[config.mk]
export PLATFORM = sky130hd
export DESIGN_NAME = cam_capture_ctrl
export DESIGN_NICKNAME = d
export VERILOG_FILES = /design/src/rtl/cam_capture_ctrl.sv
export SDC_FILE = /design/constraint.sdc
export NUM_CORES = 1
export LEC_CHECK = 0
export BUFFER_PORTS_ARGS = -buffer_cell sky130_fd_sc_hd__buf_2
export CORE_UTILIZATION = 54
export DETAILED_ROUTE_END_ITERATION = 10
export PLACE_DENSITY = 0.86
export SLEW_MARGIN = 10
export SYNTH_ARGS = -nofsm -noshare
export SYNTH_HDL_FRONTEND = slang
export SYNTH_SLANG_ARGS = --single-unit
[constraint.sdc]
create_clock -name clk -period 2.98 [get_ports clk]
set_clock_uncertainty 0.2 [all_clocks]
set_input_delay 0.447 -clock clk [delete_from_list [all_inputs] [get_ports clk]]
set_output_delay 0.447 -clock clk [all_outputs]
set_load 0.03 [all_outputs]
[src/rtl/cam_capture_ctrl.sv]
// Camera frame capture sequencer: arms on start, aligns to vsync, drives frame buffer writes.
// Optional per-line pixel count check when LINE_CHECK_EN is defined.
module cam_capture_ctrl #(
    parameter int H_PIX = 160,
    parameter int V_PIX = 120,
    parameter int AW    = 15
) (
    input  logic          clk,
    input  logic          rst,
    input  logic          start,
    input  logic          continuous,
    input  logic          stop,
    input  logic          cam_vsync,
    input  logic          cam_href,
    input  logic          px_valid,
    input  logic [11:0]   px_data,
    output logic          mem_wr,
    output logic [AW-1:0] mem_addr,
    output logic [11:0]   mem_data,
    output logic          busy,
    output logic          frame_done,
    output logic          err
);

    // One extra bit so the pixel count can reach a full frame even when it equals 2**AW.
    localparam int            CW        = AW + 1;
    localparam logic [CW-1:0] FRAME_PIX = CW'(H_PIX * V_PIX);

    typedef enum logic [2:0] {
        ST_IDLE    = 3'd0,
        ST_WAIT_VS = 3'd1,
        ST_WAIT_FR = 3'd2,
        ST_CAPTURE = 3'd3,
        ST_DONE    = 3'd4
    } state_t;

    state_t          state_r;
    state_t          state_nxt_s;
    logic            vs_d_r;
    logic            cont_q_r;
    logic [CW-1:0]   count_r;
    logic            mem_wr_r;
    logic [AW-1:0]   mem_addr_r;
    logic [11:0]     mem_data_r;
    logic            busy_r;
    logic            frame_done_r;
    logic            err_r;

    logic            vs_rise_s;
    logic            vs_fall_s;
    logic            accept_s;
    logic            arm_s;
    logic            frame_start_s;
    logic            wr_s;
    logic            ovf_s;
    logic            short_s;
    logic            line_err_s;

    assign vs_rise_s = cam_vsync & ~vs_d_r;
    assign vs_fall_s = ~cam_vsync & vs_d_r;
    assign accept_s  = px_valid & cam_href;

    // State register
    always_ff @(posedge clk or posedge rst) begin
        if (rst) begin
            state_r <= ST_IDLE;
        end else begin
            state_r <= state_nxt_s;
        end
    end

    // Next-state decode and per-cycle write/error strobes
    always_comb begin
        state_nxt_s   = state_r;
        arm_s         = 1'b0;
        frame_start_s = 1'b0;
        wr_s          = 1'b0;
        ovf_s         = 1'b0;
        short_s       = 1'b0;
        case (state_r)
            ST_IDLE: begin
                if (start) begin
                    state_nxt_s = ST_WAIT_VS;
                    arm_s       = 1'b1;
                end else begin
                    state_nxt_s = ST_IDLE;
                end
            end
            ST_WAIT_VS: begin
                // Only a blanking interval guarantees we never join a frame halfway.
                if (cam_vsync) begin
                    state_nxt_s = ST_WAIT_FR;
                end else begin
                    state_nxt_s = ST_WAIT_VS;
                end
            end
            ST_WAIT_FR: begin
                if (vs_fall_s) begin
                    state_nxt_s   = ST_CAPTURE;
                    frame_start_s = 1'b1;
                end else begin
                    state_nxt_s = ST_WAIT_FR;
                end
            end
            ST_CAPTURE: begin
                if (accept_s && (count_r < FRAME_PIX)) begin
                    wr_s = 1'b1;
                end else if (accept_s) begin
                    ovf_s = 1'b1;
                end else begin
                    wr_s = 1'b0;
                end
                if (vs_rise_s) begin
                    state_nxt_s = ST_DONE;
                    short_s     = ((count_r + CW'(wr_s)) < FRAME_PIX);
                end else begin
                    state_nxt_s = ST_CAPTURE;
                end
            end
            ST_DONE: begin
                if (cont_q_r && !stop) begin
                    state_nxt_s = ST_WAIT_FR;
                end else begin
                    state_nxt_s = ST_IDLE;
                end
            end
            default: begin
                state_nxt_s = ST_IDLE;
            end
        endcase
    end

    // Pixel counter, buffer write port, mode latch and status outputs
    always_ff @(posedge clk or posedge rst) begin
        if (rst) begin
            vs_d_r       <= 1'b0;
            cont_q_r     <= 1'b0;
            count_r      <= {CW{1'b0}};
            mem_wr_r     <= 1'b0;
            mem_addr_r   <= {AW{1'b0}};
            mem_data_r   <= 12'h000;
            busy_r       <= 1'b0;
            frame_done_r <= 1'b0;
            err_r        <= 1'b0;
        end else begin
            vs_d_r       <= cam_vsync;
            mem_wr_r     <= wr_s;
            busy_r       <= (state_nxt_s != ST_IDLE);
            frame_done_r <= (state_nxt_s == ST_DONE);
            // Address shows the slot being written; it holds after the last write of a frame.
            if (wr_s) begin
                mem_addr_r <= count_r[AW-1:0];
                mem_data_r <= px_data;
                count_r    <= count_r + CW'(1'b1);
            end else if (arm_s || frame_start_s) begin
                mem_addr_r <= {AW{1'b0}};
                count_r    <= {CW{1'b0}};
            end
            if (arm_s) begin
                cont_q_r <= continuous & ~stop;
            end else if (stop) begin
                cont_q_r <= 1'b0;
            end
            if (arm_s) begin
                err_r <= 1'b0;
            end else if (ovf_s || short_s || line_err_s) begin
                err_r <= 1'b1;
            end
        end
    end

`ifdef LINE_CHECK_EN
    localparam int LW = $clog2(H_PIX + 1) + 1;

    logic          href_d_r;
    logic [LW-1:0] line_cnt_r;

    // Per-line pixel count, restarted on every href rise; saturates on runaway lines
    always_ff @(posedge clk or posedge rst) begin
        if (rst) begin
            href_d_r   <= 1'b0;
            line_cnt_r <= {LW{1'b0}};
        end else begin
            href_d_r <= cam_href;
            if (cam_href && !href_d_r) begin
                line_cnt_r <= accept_s ? LW'(1'b1) : {LW{1'b0}};
            end else if (accept_s && (line_cnt_r != {LW{1'b1}})) begin
                line_cnt_r <= line_cnt_r + LW'(1'b1);
            end
        end
    end

    assign line_err_s = (state_r == ST_CAPTURE) && href_d_r && !cam_href &&
                        (line_cnt_r != LW'(H_PIX));
`else
    assign line_err_s = 1'b0;
`endif

    assign mem_wr     = mem_wr_r;
    assign mem_addr   = mem_addr_r;
    assign mem_data   = mem_data_r;
    assign busy       = busy_r;
    assign frame_done = frame_done_r;
    assign err        = err_r;

endmodule

==> results of run 1 <==
how the worst max path moves through the flow:
stage                           start                  endpoint  slack [ns]  depth (start not counted)
5_1_grt        count_r[8]$_DFFE_PP0P_   mem_addr[7]$_DFFE_PP0P_        0.38                          7
3_3_place_gp                 px_valid   mem_addr[8]$_DFFE_PP0P_        0.62                          8
3_5_place_dp                 px_valid  mem_addr[14]$_DFFE_PP0P_        0.55                          8
4_1_cts        count_r[8]$_DFFE_PP0P_  mem_addr[14]$_DFFE_PP0P_        0.56                          7
6_report       count_r[8]$_DFFE_PP0P_   mem_data[7]$_DFFE_PP0P_        0.54                          7
2_1_floorplan  count_r[9]$_DFFE_PP0P_    count_r[9]$_DFFE_PP0P_        0.88                          7
sequential cells by signal (all words and copies together) (netlist names), 3 cells and up:
signal,count
count_r,16
mem_data,12
state_r,3
mem_addr,15
per-layer routing:
metal,routed length (um),track usage [%]
met5,0,0
met4,82,7.813
met3,276,6.167
met2,2486,40.69
met1,2103,29.69
report_power, final:
| group | leakage [nW] | internal (mW) | switching (mW) |
|---|---|---|---|
| clock network | 0.0552 | 0.249 | 0.220 |
| logic | 0.768 | 0.207 | 0.452 |
| registers | 0.695 | 0.830 | 0.0934 |
| total | 1.52 | 1.29 | 0.766 |
worst max-delay path: cells and delay by family, from the launching register on:
family,cells,cell delay (ns)
buf+inv,2,0.51
flops,1,0.49
compound gates,2,0.71
simple gates,3,0.47
synth_stat cells, types with 2 or more instances:
master	instances	area [um^2]
a211o_1	2	17.52
a211oi_1	2	15.01
a21o_1	3	22.52
a21oi_1	4	20.02
a31o_2	2	17.52
and2_1	4	25.02
and3_1	2	12.51
and4_1	2	17.52
buf_2	4	20.02
buf_6	2	22.52
clkbuf_1	7	26.28
dfrtp_1	52	1301
inv_1	7	26.28
mux2i_1	6	60.06
nand2_1	72	270.3
nand2b_1	2	12.51
nand3_1	24	120.1
nand4_1	8	50.05
nor2_1	4	15.01
nor2b_1	2	12.51
nor3_1	3	15.01
o211ai_1	2	15.01
o21ai_0	11	55.05
o31ai_1	2	15.01
or3_1	2	12.51
stage by stage:
stage                     hold WS (ns)  power [mW]
after floorplan                 0.2784       1.415
after global placement          0.1945       1.576
after detailed placement        0.2007       1.600
after CTS                      0.09524       2.065
after global routing           0.09969       2.176
final                           0.1010       2.053
area by class of cell:
| class | count | area [um^2] |
|---|---|---|
| flip-flops and latches | 52 | 1301 |
| repair buffers | 58 | 312.8 |
| inverters | 7 | 26.28 |
| clock inverters | 2 | 35.03 |
| fillers | 327 | 1329 |
| well taps | 50 | 62.56 |
| clock buffers | 6 | 72.57 |
| multi-input cells | 177 | 975.9 |
logic make-up (layout without fill, tap and decap cells):
| group | after synthesis | in the layout | share of synthesized area (%) |
|---|---|---|---|
| buffers and inverters | 22 | 73 | 4.462 |
| xor gates and xnor gates | 1 | 1 | 0.3675 |
| muxes | 8 | 8 | 3.622 |
| and+or+nand+nor | 131 | 131 | 25.56 |
| adders and majority gates | 1 | 1 | 0.5249 |
| DFF | 52 | 52 | 54.59 |
| AOI/OAI and AO/OA | 36 | 36 | 10.87 |
==> out/summary.txt, run 1 <==
Crit path top cell by count: nand2_1
Final nets: 322
post_cts resized: 0
die height: 68.44 um
die width: 68.44 um
final instance area: 2786 um^2
CTS clock-pin slew for the worst setup and hold paths: 0.09 ns
CTS sink cnt: 52
Vias: 2,021
htree depth: 2
Slew @ Worst Pin: 0.4911 ns
reg2reg setup slack: 0.54 ns
WHS Endpoint: vs_d_r$_DFF_PP0_
Gate Count Post-Synth: 251
Syn-to-layout area delta: 16.90%
Worst Path Max Fanout: 21
Max-cap violations: 0
fraction of registers with async set or reset after synthesis: 100.0%
RR Endpoint: mem_data[7]$_DFFE_PP0P_
Worst-Skew Late Latency: 0.30 ns
R2R depth: 7
Worst setup SP type: flop
final worst setup slack: 0.5397 ns
port buffer count: 50
status: finished, final reports clean
drt first-iter violations: 135
setup TNS: 0 ns
Yosys warning count: 0
first-pass GRT wire length: 8162 um
core area: 4115 um^2
layout cell share with drive strength beyond 1: 23.84%
CTS tree: yes
drt pass-1 iters: 4
Final HPWL DP: 3556 um
crit share post-route: 81.89%
Placer Congestion: 0.8337
vias per cell: 5.741
Finished Layout Cells: 352
clk buf depth: 2
initial core utilization: 57.92%
pin count of the biggest net entering global routing: 24
Cell Rows: 23
Leakage: 1.518 nW
syn_area_per_cell: 9.496 um^2
final wirelength: 4948 um
FF+latch count, synth: 52
number of synthesized flops with an enable pin: 0
Worst Path Required: 3.03 ns
Cell variety after synth: 45
Synth Cell Area: 2384 um^2
vias in the first global route: 1,807
Fin. Hold Viols: 0
CTS Buf Count: 5
final setup fails: 0
DRC errors left: 0
Routed Antenna Nets: 0
Achievable Freq: 409.8 MHz
Finished Core Util: 67.71%
hold path depth: 1
commonest cells after routing, fill and taps aside: nand2_1 (72), dfrtp_1 (52), buf_2 (50), nand3_1 (24), o21ai_0 (11)
sequential area share after synthesis: 54.59%
VDD IR max: 0.5604 mV
Most used DFF post-synth: dfrtp_1
Hold Startpoint: cam_vsync
Final min period: 2.440 ns
Congestion Overflow GR: 0
commonest non-fill, non-tap cell in the layout: nand2_1
critical path class: flop to flop
setup bufs post-CTS: 0
syn nets: 272
Final Max Tran Viols: 0
top-level I/O count: 51
headroom to the max-slew limit: 67.18%
Hold-fix buffers, CTS: 1
hold crit path type: primary input to flop
Routed wire per std cell: 14.06 um
critical-path cell list: a21o_1 > a311oi_4 > nand2_2 > inv_1 > buf_4 > nand2_1 > nand2_1
Root Buffer: clkbuf_8
PD cells: 736.8 nW/um^2
placed cell area: 2669 um^2
GR Util All Layers: 24.03%
DP Worst Slack: 0.5498 ns
diode count: 0
CP Capture Type: flop
CP max-delay cell: dfrtp_1
RR Startpoint: count_r[8]$_DFFE_PP0P_
critical path arrival: 2.49 ns
initial antenna violation count: 0
placed cell count: 343
full die area: 4683 um^2
RSZ-0062 raised after global routing: no
slowest cell delay on critical path: 0.49 ns
No activity file was read; power rests on OpenSTA's default activity.
==> run 2: changes to the inputs <==
--- a/config.mk
+++ b/config.mk
@@ -6,9 +6,9 @@
 export NUM_CORES = 1
 export LEC_CHECK = 0
 export BUFFER_PORTS_ARGS = -buffer_cell sky130_fd_sc_hd__buf_2
-export CORE_UTILIZATION = 54
+export CORE_UTILIZATION = 48
 export DETAILED_ROUTE_END_ITERATION = 10
-export PLACE_DENSITY = 0.86
+export PLACE_DENSITY = 0.81
 export SLEW_MARGIN = 10
 export SYNTH_ARGS = -nofsm -noshare
 export SYNTH_HDL_FRONTEND = slang
==> constraint.sdc (replaced) <==
create_clock -name clk -period 2 [get_ports clk]
set_clock_uncertainty 0.2 [all_clocks]
set_input_delay 0.3 -clock clk [delete_from_list [all_inputs] [get_ports clk]]
set_output_delay 0.3 -clock clk [all_outputs]
set_load 0.03 [all_outputs]
==> run 2 against run 1 <==
Net effect: utilization down 1.9 points; first-iteration DRC count up 35%; cell count increased by 14%; global-route usage fell by 0.50 points; worst setup slack lost 0.50 ns; critical path depth shrank 2; sequential power rose by 46%; critical path type unchanged; largest power group unchanged.
==> out/summary.txt, run 2 (synthesis results as in run 1) <==
status: finished, final reports clean
critical path class: flop to flop
die width: 72.47 um
commonest cells after routing, fill and taps aside: nand2_1 (72), dfrtp_1 (51), buf_2 (50), nand3_1 (24), buf_4 (23)
Vias: 2,136
Finished Core Util: 65.82%
Final min period: 1.957 ns
CP max-delay cell: dfrtp_1
filler cell count: 413
diode count: 0
Final nets: 355
origin of the worst setup path: count_r[13]$_DFFE_PP0P_
Root Buffer: clkbuf_8
Worst setup SP type: flop
pin count of the biggest net entering global routing: 53
Routed Antenna Nets: 0
first-pass GRT wire length: 9466 um
PD cells: 1018 nW/um^2
Placer Congestion: 0.9917
Fin. Hold Viols: 0
top-level I/O count: 51
hold crit path type: primary input to flop
placed cell count: 376
GR Util All Layers: 23.53%
Final HPWL DP: 3632 um
CP Buf/Inv Count: 0
commonest non-fill, non-tap cell in the layout: nand2_1
critical-path cell list: o21a_1 > a311oi_4 > nand2_2 > mux2_4 > a21o_1
number of flip-flops in the largest register: 16
Slew @ Worst Pin: 0.3904 ns
RSZ-0062 raised after global routing: yes
vias in the first global route: 2,087
initial antenna violation count: 0
Hold Startpoint: continuous
Final Max Tran Viols: 0
Fin Hold WS: 0.03582 ns
RR Startpoint: count_r[13]$_DFFE_PP0P_
CP top delay family: compound AO/OA/AOI/OAI gates
Worst Path Max Fanout: 6
Max-cap violations: 0
layout cell share with drive strength beyond 1: 28.36%
final setup fails: 0
CP Capture Type: flop
Achievable Freq: 510.9 MHz
final wirelength: 5574 um
Congestion Overflow GR: 0
CTS Buf Count: 5
crit share post-route: 97.87%
Routed wire per std cell: 13.87 um
placed cell area: 2823 um^2
drt first-iter violations: 182
slowest cell delay on critical path: 0.40 ns
Syn-to-layout area delta: 31.29%
Worst Path Required: 2.01 ns
initial core utilization: 50.13%
Worst-Skew Late Latency: 0.31 ns
die height: 72.47 um
CTS tree: yes
CTS sink cnt: 52
Finished Layout Cells: 402
final instance area: 3129 um^2
CTS clock-pin slew for the worst setup and hold paths: 0.09 ns
VDD IR max: 0.6839 mV
headroom to the max-slew limit: 73.97%
htree depth: 2
core area: 4755 um^2
clk buf depth: 2
DRC errors left: 0
critical path arrival: 1.97 ns
Leakage: 1.679 nW
setup TNS: 0 ns
drt pass-1 iters: 4
port buffer count: 50
vias per cell: 5.313
Cell Rows: 25
full die area: 5251 um^2
Largest Register: count_r
run 2: path summary, 6_finish.rpt:
kind	endpoint	slack [ns]	depth (start not counted)
worst max-delay path	count_r[9]$_DFFE_PP0P_	0.04	5
worst max register to register	count_r[9]$_DFFE_PP0P_	0.04	5
min in group asynchronous	busy$_DFF_PP0_	0.38	4
worst min register to register	mem_data[6]$_DFFE_PP0P_	0.28	2
max in group asynchronous	count_r[10]$_DFFE_PP0P_	0.99	4
worst min-delay path	cont_q_r$_DFFE_PP0P_	0.04	3
run 2: layout make-up:
type | count | area [um^2] | share of cell area (%)
sequential | 52 | 1303 | 41.62
multi-input combinational | 177 | 989.7 | 31.63
timing repair buffer | 91 | 615.6 | 19.67
tap | 67 | 83.83 | 2.679
clock buffer | 6 | 72.57 | 2.319
clock inverter | 2 | 38.79 | 1.240
inverter | 7 | 26.28 | 0.8397
run 2: metrics by stage:
step	total power [mW]	worst slack, ns
2_1_floorplan	2.108	-0.005338
4_1_cts	3.193	0.04302
3_5_place_dp	2.440	-0.04388
5_1_grt	3.373	-0.03171
3_3_place_gp	2.408	-0.03078
6_report	3.185	0.04268
run 2: repair_timing:
item / in CTS / in global routing
hold buffers: 15 / 0
pin swaps: 1 / 1
hold endpoints to repair: 66 / 0
setup endpoints to repair: 2 / 31
resized for setup: 1 / 5
setup buffers: 1 / 2
run 2: tightest hold or removal path: stages:
cell and delay (ns):
buf_2 0.08, mux2i_1 0.05, nor2_1 0.07
run 2: report_power, final:
part           switching (mW)  internal [mW]
clock                   0.351          0.378
combinational           0.729          0.376
sequential              0.114           1.24
total                    1.19           1.99
run 2: metal layers:
metal / track usage (%) / vias to the layer above / part of all wire [%]
met3: 5.833 / 9 / 5.0
met4: 9.150 / 0 / 1.3
li1: - / 1032 / -
met5: 0 / - / 0
met1: 30.19 / 1025 / 44
met2: 38.42 / 70 / 50
==> run 3: changes to the inputs <==
--- a/config.mk
+++ b/config.mk
@@ -8,6 +8,7 @@
 export BUFFER_PORTS_ARGS = -buffer_cell sky130_fd_sc_hd__buf_2
 export CORE_UTILIZATION = 48
 export DETAILED_ROUTE_END_ITERATION = 10
+export GPL_TIMING_DRIVEN = 0
 export PLACE_DENSITY = 0.81
 export SLEW_MARGIN = 10
 export SYNTH_ARGS = -nofsm -noshare
==> run 3 against run 2 <==
Net effect: the flow now finishes with violations (setup timing); power increased by 2.1%; worst hold slack improved by 0.0076 ns; cell area increased by 6.2%; first-iteration DRC count increased by 41%; sequential share of layout area decreased by 2.3 points; count of clock-buffer cells in the layout increased by 1; largest cell class unchanged; highest routed layer unchanged.
==> out/summary.txt, run 3 (synthesis results as in run 1) <==
pin count of the biggest net entering global routing: 30
Max-cap violations: 0
CTS sink cnt: 52
drt first-iter violations: 256
full die area: 5251 um^2
Final HPWL DP: 3708 um
Worst Path Max Fanout: 7
DRC errors left: 0
vias per cell: 5.597
Finished Core Util: 69.87%
Root Buffer: clkbuf_8
GR Util All Layers: 24.75%
commonest non-fill, non-tap cell in the layout: nand2_1
Slew @ Worst Pin: 0.5164 ns
initial antenna violation count: 0
final setup fails: 7
Fin. Hold Viols: 0
top-level I/O count: 51
Congestion Overflow GR: 0
initial core utilization: 50.13%
Vias: 2,289
Worst setup SP type: flop
die height: 72.47 um
htree depth: 2
Syn-to-layout area delta: 39.37%
hold crit path type: primary input to flop
reg2reg setup slack: -0.12 ns
slowest cell delay on critical path: 0.40 ns
number of flip-flops in the largest register: 16
clk buf depth: 2
CP top delay family: compound AO/OA/AOI/OAI gates
core area: 4755 um^2
CTS clock-pin slew for the worst setup and hold paths: 0.09 ns
first-pass GRT wire length: 9956 um
die width: 72.47 um
Routed Antenna Nets: 0
Final Max Tran Viols: 0
filler cell count: 375
Crit path top cell by count: buf_6
Crit path depth: 8
origin of the worst setup path: count_r[15]$_DFFE_PP0P_
commonest cells after routing, fill and taps aside: nand2_1 (69), buf_2 (52), dfrtp_1 (49), nand3_1 (17), dlygate4sd3_1 (15)
CP max-delay cell: dfrtp_1
Cell Rows: 25
diode count: 0
drt pass-1 iters: 4
Worst setup endpoint: count_r[12]$_DFFE_PP0P_
port buffer count: 50
PD cells: 979.2 nW/um^2
critical path class: flop to flop
layout cell share with drive strength beyond 1: 33.92%
Leakage: 1.744 nW
RR Startpoint: count_r[15]$_DFFE_PP0P_
RR Endpoint: count_r[12]$_DFFE_PP0P_
CTS tree: yes
status: complete, but fails checks
final wirelength: 6493 um
placed cell count: 369
R2R depth: 8
Placer Congestion: 0.8497
final worst setup slack: -0.1192 ns
crit share post-route: 106.0%
Worst-Skew Late Latency: 0.31 ns
RSZ-0062 raised after global routing: yes
critical path arrival: 2.11 ns
CP Buf/Inv Count: 3
Achievable Freq: 471.9 MHz
Final nets: 362
headroom to the max-slew limit: 65.52%
Routed wire per std cell: 15.88 um
CTS Buf Count: 5
Final min period: 2.119 ns
critical-path cell list: nand3b_1 > a311oi_4 > buf_6 > buf_6 > nand4_1 > buf_6 > o211ai_1 > o31ai_1
vias in the first global route: 2,094
CP Capture Type: flop
Largest Register: count_r
VDD IR max: 0.7521 mV
Worst Path Required: 1.99 ns
Finished Layout Cells: 409
violated checks: setup timing
Hold Startpoint: continuous
## run 3: where the power goes
group          switching, mW  internal [mW]  total [mW]  leakage, nW
registers              0.136           1.24        1.37        0.690
logic                  0.792          0.457        1.25         1.01
clock network          0.348          0.282       0.630       0.0445
total                   1.28           1.98        3.25         1.74
## run 3: worst min path at each step
stage	cells after the start	slack, ns	end
floorplan	0	0.13	vs_d_r$_DFF_PP0_
global placement	2	0.25	mem_data[4]$_DFFE_PP0P_
detailed placement	2	0.17	mem_data[2]$_DFFE_PP0P_
CTS	3	0.03	cont_q_r$_DFFE_PP0P_
global route	3	0.05	cont_q_r$_DFFE_PP0P_
finish	3	0.04	cont_q_r$_DFFE_PP0P_
## run 3: repair_timing
| item | 4_1_cts | 5_1_grt |
|---|---|---|
| setup endpoints to repair | 41 | 43 |
| endpoints found under the hold margin | 37 | 0 |
| pin swaps | 5 | 22 |
| cloned | 0 | 2 |
| hold buffers | 15 | 0 |
| setup buffers | 14 | 7 |
| gates resized for setup | 24 | 37 |
## run 3: per-layer routing
metal / routed length (um) / global-route usage (%)
met4: 162 / 8.061
met5: 0 / 0
met1: 2697 / 32.23
met3: 401 / 5.694
met2: 3232 / 41.02
## run 3: per-stage QoR
step	hold WS (ns)	area [um^2]	TNS (ns)	total power [mW]	worst slack, ns
2_1_floorplan	0.1314	2390	-0.005338	2.108	-0.005338
3_3_place_gp	0.2533	2724	-24.17	2.379	-0.3921
3_5_place_dp	0.1681	2744	-6.444	2.419	-0.2212
4_1_cts	0.03244	3119	-1.036	3.111	-0.1221
5_1_grt	0.04805	3322	-1.540	3.434	-0.1613
6_report	0.04347	3322	-0.4186	3.253	-0.1192
## run 3: area by class of cell
| cell class | instances | area [um^2] | area share (%) |
|---|---|---|---|
| Sequential cell | 52 | 1305 | 39.28 |
| Inverter | 7 | 38.79 | 1.168 |
| Clock inverter | 1 | 7.507 | 0.2260 |
| Buffer | 11 | 97.59 | 2.938 |
| Timing Repair Buffer | 87 | 648.1 | 19.51 |
| Multi-Input combinational cell | 177 | 1055 | 31.75 |
| Clock buffer | 7 | 86.33 | 2.599 |
| Tap cell | 67 | 83.83 | 2.524 |
## run 3: worst register-to-register path: cells and delay by family, from the launching register on
family	cells	cell delay [ns]
AOI/OAI and AO/OA	3	0.58
buffers and inverters	3	0.45
DFF	1	0.40
and+or+nand+nor	2	0.37
